File: src/rtl/wb_stage.sv
// MEM/WB pipeline register and writeback stage: holds the instruction leaving MEM,
// waits (bounded) for load data, aligns it, drives the regfile write port and counts retirements.
module wb_stage #(
   parameter int LOAD_TIMEOUT = 16
) (
   input  logic        clk,
   input  logic        rst,
   input  logic        mem_valid_i,
   input  logic [4:0]  mem_rd_addr_i,
   input  logic        mem_rd_wen_i,
   input  logic        mem_is_load_i,
   input  logic [2:0]  mem_funct3_i,
   input  logic [1:0]  mem_addr_lo_i,
   input  logic [31:0] mem_alu_result_i,
   input  logic        dmem_rvalid_i,
   input  logic [31:0] dmem_rdata_i,
   output logic        stall_o,
   output logic [4:0]  reg_addr_o,
   output logic [31:0] reg_data_o,
   output logic        reg_wen_o,
   output logic        load_err_o,
   output logic        misalign_o,
   output logic [63:0] instret_o
);

   localparam int CW = (LOAD_TIMEOUT < 2) ? 1 : $clog2(LOAD_TIMEOUT);
   localparam logic [CW-1:0] WCNT_LAST = CW'(LOAD_TIMEOUT - 1);

   typedef struct packed {
      logic        valid;
      logic [4:0]  rd;
      logic        wen;
      logic        is_load;
      logic [2:0]  funct3;
      logic [1:0]  off;
      logic [31:0] alu;
   } wb_reg_t;

   typedef enum logic {S_RUN, S_WAIT} state_t;

   wb_reg_t       wb_q;
   state_t        state_q, state_d;
   logic [CW-1:0] wcnt_q, wcnt_d;
   logic [63:0]   instret_q;

   logic        is_lh, is_lw, mis, ld_pending, completing;
   logic [7:0]  b;
   logic [15:0] h;
   logic [31:0] load_data;

   // funct3 values outside the five defined loads are handled as LW
   assign is_lh = (wb_q.funct3[1:0] == 2'b01);
   assign is_lw = !(wb_q.funct3 inside {3'b000, 3'b001, 3'b100, 3'b101});
   assign mis   = wb_q.valid & wb_q.is_load &
                  ((is_lh & wb_q.off[0]) | (is_lw & (wb_q.off != 2'b00)));
   assign ld_pending = wb_q.valid & wb_q.is_load & !mis;
   assign completing = wb_q.valid & (!wb_q.is_load | (dmem_rvalid_i & !mis));

   assign b = dmem_rdata_i[8*wb_q.off +: 8];
   assign h = wb_q.off[1] ? dmem_rdata_i[31:16] : dmem_rdata_i[15:0];

   always_comb begin
      load_data = dmem_rdata_i;
      case (wb_q.funct3)
         3'b000:  load_data = {{24{b[7]}}, b};
         3'b001:  load_data = {{16{h[15]}}, h};
         3'b100:  load_data = {24'd0, b};
         3'b101:  load_data = {16'd0, h};
         default: load_data = dmem_rdata_i;
      endcase
   end

   always_ff @(posedge clk or negedge rst) begin
      if (!rst) begin
         state_q <= S_RUN;
         wcnt_q  <= '0;
      end else begin
         state_q <= state_d;
         wcnt_q  <= wcnt_d;
      end
   end

   always_comb begin
      state_d = state_q;
      wcnt_d  = wcnt_q;
      case (state_q)
         S_RUN: begin
            if (ld_pending && !dmem_rvalid_i) begin
               state_d = S_WAIT;
               wcnt_d  = CW'(1);
            end
         end
         S_WAIT: begin
            if (dmem_rvalid_i || wcnt_q == WCNT_LAST) begin
               state_d = S_RUN;
               wcnt_d  = '0;
            end else begin
               wcnt_d = wcnt_q + CW'(1);
            end
         end
         default: state_d = S_RUN;
      endcase
   end

   always_comb begin
      stall_o    = 1'b0;
      load_err_o = 1'b0;
      case (state_q)
         S_RUN:   stall_o = ld_pending & !dmem_rvalid_i;
         S_WAIT: begin
            stall_o    = !dmem_rvalid_i & (wcnt_q != WCNT_LAST);
            load_err_o = !dmem_rvalid_i & (wcnt_q == WCNT_LAST);
         end
         default: ;
      endcase
   end

   always_ff @(posedge clk or negedge rst) begin
      if (!rst) begin
         wb_q      <= '0;
         instret_q <= '0;
      end else begin
         if (completing) instret_q <= instret_q + 64'd1;
         if (!stall_o) begin
            wb_q.valid   <= mem_valid_i;
            wb_q.rd      <= mem_rd_addr_i;
            wb_q.wen     <= mem_rd_wen_i;
            wb_q.is_load <= mem_is_load_i;
            wb_q.funct3  <= mem_funct3_i;
            wb_q.off     <= mem_addr_lo_i;
            wb_q.alu     <= mem_alu_result_i;
         end
      end
   end

   assign reg_addr_o = wb_q.rd;
   assign reg_data_o = wb_q.is_load ? load_data : wb_q.alu;
   assign reg_wen_o  = wb_q.valid & wb_q.wen & (wb_q.rd != 5'd0) & completing;
   assign misalign_o = mis;
   assign instret_o  = instret_q;

endmodule

File: config.mk
export PLATFORM = sky130hd
export DESIGN_NAME = wb_stage
export DESIGN_NICKNAME = d
export VERILOG_FILES = /design/src/rtl/wb_stage.sv
export SDC_FILE = /design/constraint.sdc
export NUM_CORES = 1
export LEC_CHECK = 0
export ABC_AREA = 1
export CAP_MARGIN = 20
export CELL_PAD_IN_SITES_DETAIL_PLACEMENT = 0
export CELL_PAD_IN_SITES_GLOBAL_PLACEMENT = 1
export CORE_ASPECT_RATIO = 2
export CORE_MARGIN = 4
export CORE_UTILIZATION = 38
export DETAILED_ROUTE_END_ITERATION = 10
export GPL_TIMING_DRIVEN = 1
export PLACE_DENSITY = 0.95
export SLEW_MARGIN = 20
export SYNTH_ARGS = -nofsm -noshare
export SYNTH_HDL_FRONTEND = slang
export SYNTH_SLANG_ARGS = --single-unit
export TNS_END_PERCENT = 10
File: constraint.sdc
create_clock -name clk -period 2.6 [get_ports clk]
set_clock_uncertainty 0.05 [all_clocks]
set_input_delay 0.52 -clock clk [delete_from_list [all_inputs] [get_ports clk]]
set_output_delay 0.52 -clock clk [all_outputs]
set_load 0.01 [all_outputs]
==> flow_summary.yaml, run 1 <==
status:
  status: "finished with violations"
  failed_checks: "negative setup slack"
synth:
  seq_area_frac_synth_pct: 39.1
  syn_nets: 1136
  syn_area_mm2: 0.00729
  synth_cells: 1054
  synth.avg_cell_area_um2: 6.91
  yosysWarnings: 0
  synth_cell_types: 39
  synth_seq_cells: 114
final_layout:
  final_common_cell: "nand2_1"
  final_area_mm2: 0.0103
  diodes: 0
  layout-drive-gt1-share_pct: 14.0
  area_growth_pct: 41.6
  final_cell_mix: "369 x nand2_1, 145 x clkdlybuf4s50_1, 143 x nor2_1, 112 x dfrtp_1, 96 x inv_1"
  stdcell_count: 1544
  final_nets: 1358
  post-route-util_pct: 54.8
global_route:
  grt_overflow: 0
  grt_max_degree: 65
  antenna_found_initial: 0
  grt_pass1_wl_um: 43100
  grt_pass1_vias: 7895
  grtUsageTotal_pct: 26.4
flow_run:
  maxCapViolCount: 0
detailed_routing:
  drtPass1Iterations: 4
  wirelength_um: 27900
  drtIter0Drc: 348
  drt-wirelength-per-cell_um: 18.1
  vias: 7698
  route.detailed.drc: 0
  viasPerCell: 4.99
  antenna_left: 0
floorplanning:
  die-width_um: 106
  core_area_mm2: 0.0188
  die-area_mm2: 0.0216
  rows: 71
  start_util_pct: 38.7
  io_pins: 185
  die_h_um: 204
placement:
  dp.cells: 1503
  post-place-ws_ns: -0.407
  dp_hpwl_um: 22000
  post_dp_cell_area_mm2: 0.00959
  globalplace.congestion: 0.978
  io_buffers: 184
power_and_ir_drop:
  p_leak_nw: 4.60
  design_power_total_mw: 5.98
  p_per_area_mw_per_mm2: 580
  peakVddDrop_uv: 513
setup_path:
  path_delay_family: "buffers and inverters"
  crit_top_cell: "buf_6"
  path_buf_inv: 5
  r2r-start: "wb_q[32]"
  crit_path_top_delay_cell: "dfrtp_2"
  startpoint: "wb_q[32]"
  crit_cells: 10
  rr_worst_depth: 11
  critical_path_class: "reg2out"
  slowest_delay_ns: 0.45
  crit_required_ns: 2.03
  worstSetupEndpointType: "primary output"
  startpoint_type: "flip-flop"
  critical_path.cell_chain: "buf_6 > o211ai_1 > nand2_1 > nand2_4 > buf_12 > nand2_8 > buf_6 > o22ai_2 > inv_1 > buf_6"
  cp_max_fo: 6
  critPathArrivalTime_ns: 2.07
clocking:
  cts.sinks: 114
  insertion_delay_ns: 0.42
  cts_buffers: 17
  htreeDepth: 4
  clockRootBuffer: "clkbuf_16"
  cts_tree: "built"
  path_clk_slew_ns: 0.06
  clock_path_buffers: 2
hold_path:
  min_path_type: "in2async"
timing:
  timing.fmax_mhz: 379
  worstMarginPinSlew_ns: 0.676
  hold_ws_ns: 0.0544
  drv_slew: 0
  setup_slack_ns: -0.0367
  setup_violations: 5
  fin_crit_sh_pct: 101
  hold_violations: 0
  setup_tns_ns: -0.139
  slew_headroom_pct: 54.9
  rsz0062_at_grt: "true"
  period_minus_slack_ns: 2.64
[worst reg2reg max path, stage by stage (launching register included)]
cell	delay, ns
dfrtp_2	0.45
buf_6	0.14
buf_4	0.12
nand2_2	0.08
nand2_4	0.07
nand2_4	0.07
nand2_4	0.05
buf_4	0.29
nor2_1	0.31
nand4_1	0.26
nand2_1	0.13
nand2_1	0.06
[per-layer routing]
metal	up-vias	wire, um	global-route usage (%)
met5	-	0	0
met4	0	2410	20.4
met3	97	1330	4.17
met2	288	15000	49.7
met1	3532	9120	24.8
li1	3781	-	-
[cell usage after synthesis (all sizes together)]
library cell	n	share of area, %
inv	101	5.3
o22ai	16	1.4
clkinv	3	0.15
nor3b	1	0.10
xnor2	21	2.6
xor2	17	2.0
nand3b	4	0.41
o211ai	3	0.31
o21ai	93	6.4
a22oi	1	0.10
a311oi	1	0.12
nor2	160	9.5
nand2	382	20
buf	26	3.1
nor3	10	1.0
dfrtp	114	39
a21boi	1	0.26
nand3	35	2.6
nand4	20	1.7
a21oi	32	2.2
ha	2	0.34
clkbuf	10	0.52
nor4	1	0.086
[where the power goes]
group	total, mW	switching, mW	internal, mW	leakage (nW)
combinational	1.49	0.826	0.663	2.83
clock	2.40	0.857	1.55	0.292
sequential	2.09	0.160	1.93	1.48
[area by class of cell]
cell class              instances  area (um^2)
fillers                      1926         8520
inverters                     104          399
well taps                     255          319
flip-flops and latches        114         2860
clock inverters                11          135
clock buffers                  21          460
repair buffers                238         2220
multi-input cells             801         3920
[timing repair]
| item | CTS | global route |
|---|---|---|
| gates resized for setup | 111 | 39 |
| pin swaps | 4 | 3 |
| hold buffers | 0 | 0 |
| gates cloned | 1 | 0 |
| setup buffers | 5 | 3 |
| endpoints found under the setup margin | 34 | 34 |
[sequential cells by signal, indices dropped and copies added, names as in the netlist]
signal and count:
wb_q 40, state_q 1, reg_addr_o 5, instret_o 64, wcnt_q 4
[worst paths after layout]
check                                      end  slack, ns
worst max-delay path            reg_data_o[30]      -0.04
worst min-delay path                   wb_q[4]       0.05
worst max register to register   instret_o[57]       0.40
worst min register to register         wb_q[8]       0.42
max in group asynchronous        instret_o[34]       1.73
min in group clk                       wb_q[8]       0.42
[cell families after synthesis]
group | Yosys count | synth area share (%)
buf+inv | 140 | 9.10
simple gates | 613 | 35.9
compound gates | 147 | 10.9
flops | 114 | 39.1
xor+xnor | 38 | 4.67
fa+ha+maj | 2 | 0.343
Power figures use the tool's default switching activity.
==> inputs of run 2 (changes only) <==
- GPL_TIMING_DRIVEN: 1 -> 0
- RECOVER_POWER: not set -> 25
==> run 2 against run 1 <==
Effect of this change: the run now ends clean; worst hold slack gained 0.27 ns; register-to-register slack improved by 0.03 ns; wire length increased by 0.48%; count of clock-buffer cells in the layout grew 3; via count up 0.10%; clock power fell by 2%; first-iteration DRC count decreased by 14%; largest cell class unchanged; highest routed layer unchanged.
==> flow_summary.yaml, run 2 (synthesis results as in run 1) <==
status:
  status: "completed"
placement:
  globalplace.congestion: 0.973
  dp_hpwl_um: 22600
  dp.cells: 1494
  post-place-ws_ns: -0.728
  io_buffers: 184
power_and_ir_drop:
  p_leak_nw: 4.45
  p_per_area_mw_per_mm2: 587
  peakVddDrop_uv: 434
global_route:
  antenna_found_initial: 0
  grt_pass1_vias: 7970
  grtUsageTotal_pct: 26.7
  grt_max_degree: 68
  grt_overflow: 0
  grt_pass1_wl_um: 43400
final_layout:
  largest_register_ffs: 64
  stdcell_count: 1528
  layout-drive-gt1-share_pct: 12.1
  post-route-util_pct: 53.4
  final_nets: 1345
  area_growth_pct: 37.9
  final_cell_mix: "367 x nand2_1, 144 x nor2_1, 144 x clkdlybuf4s50_1, 113 x dfrtp_1, 96 x inv_1"
  final_common_cell: "nand2_1"
  diodes: 0
detailed_routing:
  antenna_left: 0
  viasPerCell: 5.04
  route.detailed.drc: 0
  drt-wirelength-per-cell_um: 18.3
  drtIter0Drc: 300
  vias: 7706
  drtPass1Iterations: 5
  wirelength_um: 28000
floorplanning:
  rows: 71
  io_pins: 185
  die-area_mm2: 0.0216
  die-width_um: 106
  die_h_um: 204
  core_area_mm2: 0.0188
  start_util_pct: 38.7
setup_path:
  worstSetupEndpointType: "primary output"
  crit_required_ns: 2.03
  cp_max_fo: 10
  startpoint_type: "flip-flop"
  rr_worst_depth: 10
  critPathArrivalTime_ns: 2.00
  startpoint: "wb_q[32]"
  rrSetupSlack_ns: 0.43
  r2r-start: "instret_o[0]"
  critical_path_class: "reg2out"
  timing.rr.end: "instret_o[62]"
  crit_path_end: "reg_data_o[23]"
timing:
  rsz0062_at_grt: "true"
  period_minus_slack_ns: 2.57
  hold_ws_ns: 0.328
  slew_headroom_pct: 14.4
  setup_violations: 0
  fin_crit_sh_pct: 98.9
  hold_violations: 0
  drv_slew: 0
  worstMarginPinSlew_ns: 1.28
  timing.fmax_mhz: 389
  setup_slack_ns: 0.0280
clocking:
  cts.sinks: 114
  path_clk_slew_ns: 0.06
  clock_path_buffers: 2
  cts_buffers: 17
  clockRootBuffer: "clkbuf_16"
  htreeDepth: 4
  cts_tree: "built"
  insertion_delay_ns: 0.42
flow_run:
  maxCapViolCount: 0
hold_path:
  min_path_type: "in2async"
[run 2: how the worst min path moves through the flow]
stage / depth (start not counted) / end
after global placement: 2 / wb_q[13]
after detailed placement: 2 / wb_q[9]
after CTS: 1 / wb_q[2]
final: 1 / wb_q[2]
after floorplan: 0 / instret_o[0]
after global routing: 1 / wb_q[2]
[run 2: routing by layer]
layer | share of wire, % | GRT usage [%] | vias to the layer above
met3 | 5.3 | 5.25 | 112
li1 | - | - | 3764
met5 | 0 | 0 | -
met2 | 53 | 49.2 | 318
met1 | 32 | 24.7 | 3512
met4 | 9.4 | 22.3 | 0
[run 2: power breakdown]
part,internal (mW),switching (mW),leakage [nW]
Combinational,0.623,0.851,2.67
Clock,1.54,0.809,0.294
Sequential,1.93,0.145,1.48
[run 2: critical path, stage by stage (launching register included)]
cell and delay (ns):
dfrtp_2 0.48, o211ai_1 0.26, nand2_1 0.13, nand2_4 0.14, nand2_4 0.08, buf_6 0.15, o22ai_1 0.12, inv_1 0.06
buf_2 0.14
[run 2: metrics by stage]
step,total power [mW],cell area (um^2),TNS [ns]
6_report,5.90,10100,0
5_1_grt,6.19,10100,-0.826
4_1_cts,5.94,10100,-0.256
3_5_place_dp,3.61,9480,-16.30
3_3_place_gp,3.59,9450,-448.70
2_1_floorplan,2.86,7290,0
[run 2: layout make-up]
class / instances / area (um^2)
Clock inverter: 5 / 75.1
Buffer: 35 / 290
Tap cell: 255 / 319
Fill cell: 1935 / 8780
Multi-Input combinational cell: 800 / 3860
Inverter: 104 / 404
Sequential cell: 114 / 2850
Clock buffer: 24 / 512
Timing Repair Buffer: 191 / 1740
[run 2: what timing repair did]
| action | in CTS | in global routing |
|---|---|---|
| pin swaps | 2 | 5 |
| resized for setup | 128 | 49 |
| setup endpoints to repair | 34 | 35 |
| hold buffers | 0 | 0 |
| setup buffers | 5 | 1 |
==> inputs of run 3 (changes only) <==
- HOLD_SLACK_MARGIN: not set -> 0.03
- SLEW_MARGIN: 20 -> 25
==> run 3 against run 2 <==
Effect of this change: the run now ends with max-capacitance violations, max-slew violations, negative setup slack left; global-route usage down 0.097 points; die area unchanged; total power up 4.2%; wire length up 2.2%; cell count up 1.2%; via count up 0.96%; clock power up 6%; design area up 2.6%; critical path type unchanged; largest cell class unchanged; largest power group unchanged; highest routed layer unchanged.
==> flow_summary.yaml, run 3 (synthesis results as in run 1) <==
clocking:
  clockRootBuffer: "clkbuf_16"
  path_clk_slew_ns: 0.05
  htreeDepth: 4
  cts_tree: "built"
  cts_buffers: 17
  cts.sinks: 114
  insertion_delay_ns: 0.42
  clock_path_buffers: 2
status:
  status: "finished with violations"
  failed_checks: "max-capacitance violations, max-slew violations, negative setup slack"
timing:
  fin_crit_sh_pct: 103
  worstMarginPinSlew_ns: 1.73
  slew_headroom_pct: -15.5
  rsz0062_at_grt: "true"
  setup_violations: 7
  timing.fmax_mhz: 374
  hold_ws_ns: 0.420
  hold_violations: 0
  period_minus_slack_ns: 2.68
  drv_slew: 26
  setup_slack_ns: -0.0754
floorplanning:
  die-width_um: 106
  die-area_mm2: 0.0216
  core_area_mm2: 0.0188
  start_util_pct: 38.7
  io_pins: 185
  die_h_um: 204
  rows: 71
global_route:
  grt_pass1_vias: 8065
  grt_max_degree: 90
  grt_overflow: 0
  grtUsageTotal_pct: 26.6
  antenna_found_initial: 0
  grt_pass1_wl_um: 43200
placement:
  io_buffers: 184
  dp.cells: 1494
  post-place-ws_ns: -0.725
  dp_hpwl_um: 22500
  globalplace.congestion: 0.973
final_layout:
  area_growth_pct: 41.4
  largest_register_ffs: 64
  final_cell_mix: "367 x nand2_1, 144 x clkdlybuf4s50_1, 142 x nor2_1, 113 x dfrtp_1, 97 x inv_1"
  diodes: 0
  layout-drive-gt1-share_pct: 13.8
  stdcell_count: 1547
  post-route-util_pct: 54.7
  final_common_cell: "nand2_1"
  final_nets: 1361
detailed_routing:
  drtIter0Drc: 319
  drt-wirelength-per-cell_um: 18.5
  wirelength_um: 28600
  viasPerCell: 5.03
  vias: 7780
  route.detailed.drc: 0
  antenna_left: 0
  drtPass1Iterations: 4
setup_path:
  crit_required_ns: 2.03
  cp_max_fo: 7
  startpoint_type: "flip-flop"
  slowest_delay_ns: 0.48
  critPathArrivalTime_ns: 2.11
  crit_top_cell: "buf_6"
  critical_path_class: "reg2out"
  rrSetupSlack_ns: 0.45
  worstSetupEndpointType: "primary output"
  critical_path.cell_chain: "o211ai_1 > nand2_1 > nand2_4 > buf_6 > nand2_4 > buf_6 > buf_6 > o22ai_2 > inv_1 > buf_6"
  crit_path_top_delay_cell: "dfrtp_2"
power_and_ir_drop:
  peakVddDrop_uv: 498
  p_leak_nw: 4.57
  design_power_total_mw: 6.15
  p_per_area_mw_per_mm2: 597
hold_path:
  min_path_type: "reg2reg"
flow_run:
  maxCapViolCount: 1
[run 3: cell count changes in the layout (fill, tap and decap cells not counted), moves of 3 or more]
cell,change
buf_4,+11
buf_6,+7
clkbuf_8,-4
o21ai_0,+3
o21ai_1,-3
o22ai_1,-6
o22ai_2,+6
[run 3: repair_timing]
item	in CTS	in global routing
endpoints found under the setup margin	34	35
pin swaps	5	8
setup buffers	8	11
hold buffers	1	0
resized for setup	146	51
hold endpoints to repair	25	0
gates cloned	1	1
[run 3: final cells by class]
class	count	area (um^2)
inverters	104	405
repair buffers	206	1920
plain buffers	35	298
multi-input cells	801	3890
flip-flops and latches	114	2850
clock buffers	22	464
clock inverters	10	156
fillers	1927	8530
well taps	255	319
[run 3: power by group]
group | total (mW) | internal [mW] | leakage, nW | switching [mW]
clock | 2.50 | 1.65 | 0.304 | 0.852
sequential | 2.08 | 1.93 | 1.48 | 0.146
combinational | 1.57 | 0.695 | 2.78 | 0.877
[run 3: path summary, 6_finish.rpt]
kind                               from             end  cells past startpoint
min                            wb_q[10]        wb_q[10]                      2
min in group asynchronous           rst         wb_q[4]                      2
max in group asynchronous           rst   instret_o[51]                      3
max                            wb_q[32]  reg_data_o[24]                     10
min reg2reg                    wb_q[10]        wb_q[10]                      2
max reg2reg                instret_o[1]   instret_o[62]                     10
[run 3: metal layers]
layer | vias up | part of all wire (%) | GRT usage (%)
met5 | - | 0 | 0
met4 | 0 | 9.8 | 23.5
met3 | 120 | 4.1 | 4.55
met2 | 294 | 53 | 49.2
met1 | 3561 | 33 | 24.3
li1 | 3805 | - | -
[run 3: metrics by stage]
stage          area [um^2]  TNS, ns
6_report             10300   -0.154
4_1_cts              10200   -0.531
5_1_grt              10300    -1.95
3_3_place_gp          9450  -448.70
3_5_place_dp          9480   -16.24
2_1_floorplan         7290        0
[run 3: worst max-delay path, delay by kind of cell, from the launching register on]
| kind | cells | cell delay [ns] |
|---|---|---|
| flip-flops | 1 | 0.48 |
| buffers and inverters | 5 | 0.55 |
| AO/OA/AOI/OAI | 2 | 0.35 |
| AND/OR/NAND/NOR | 3 | 0.31 |
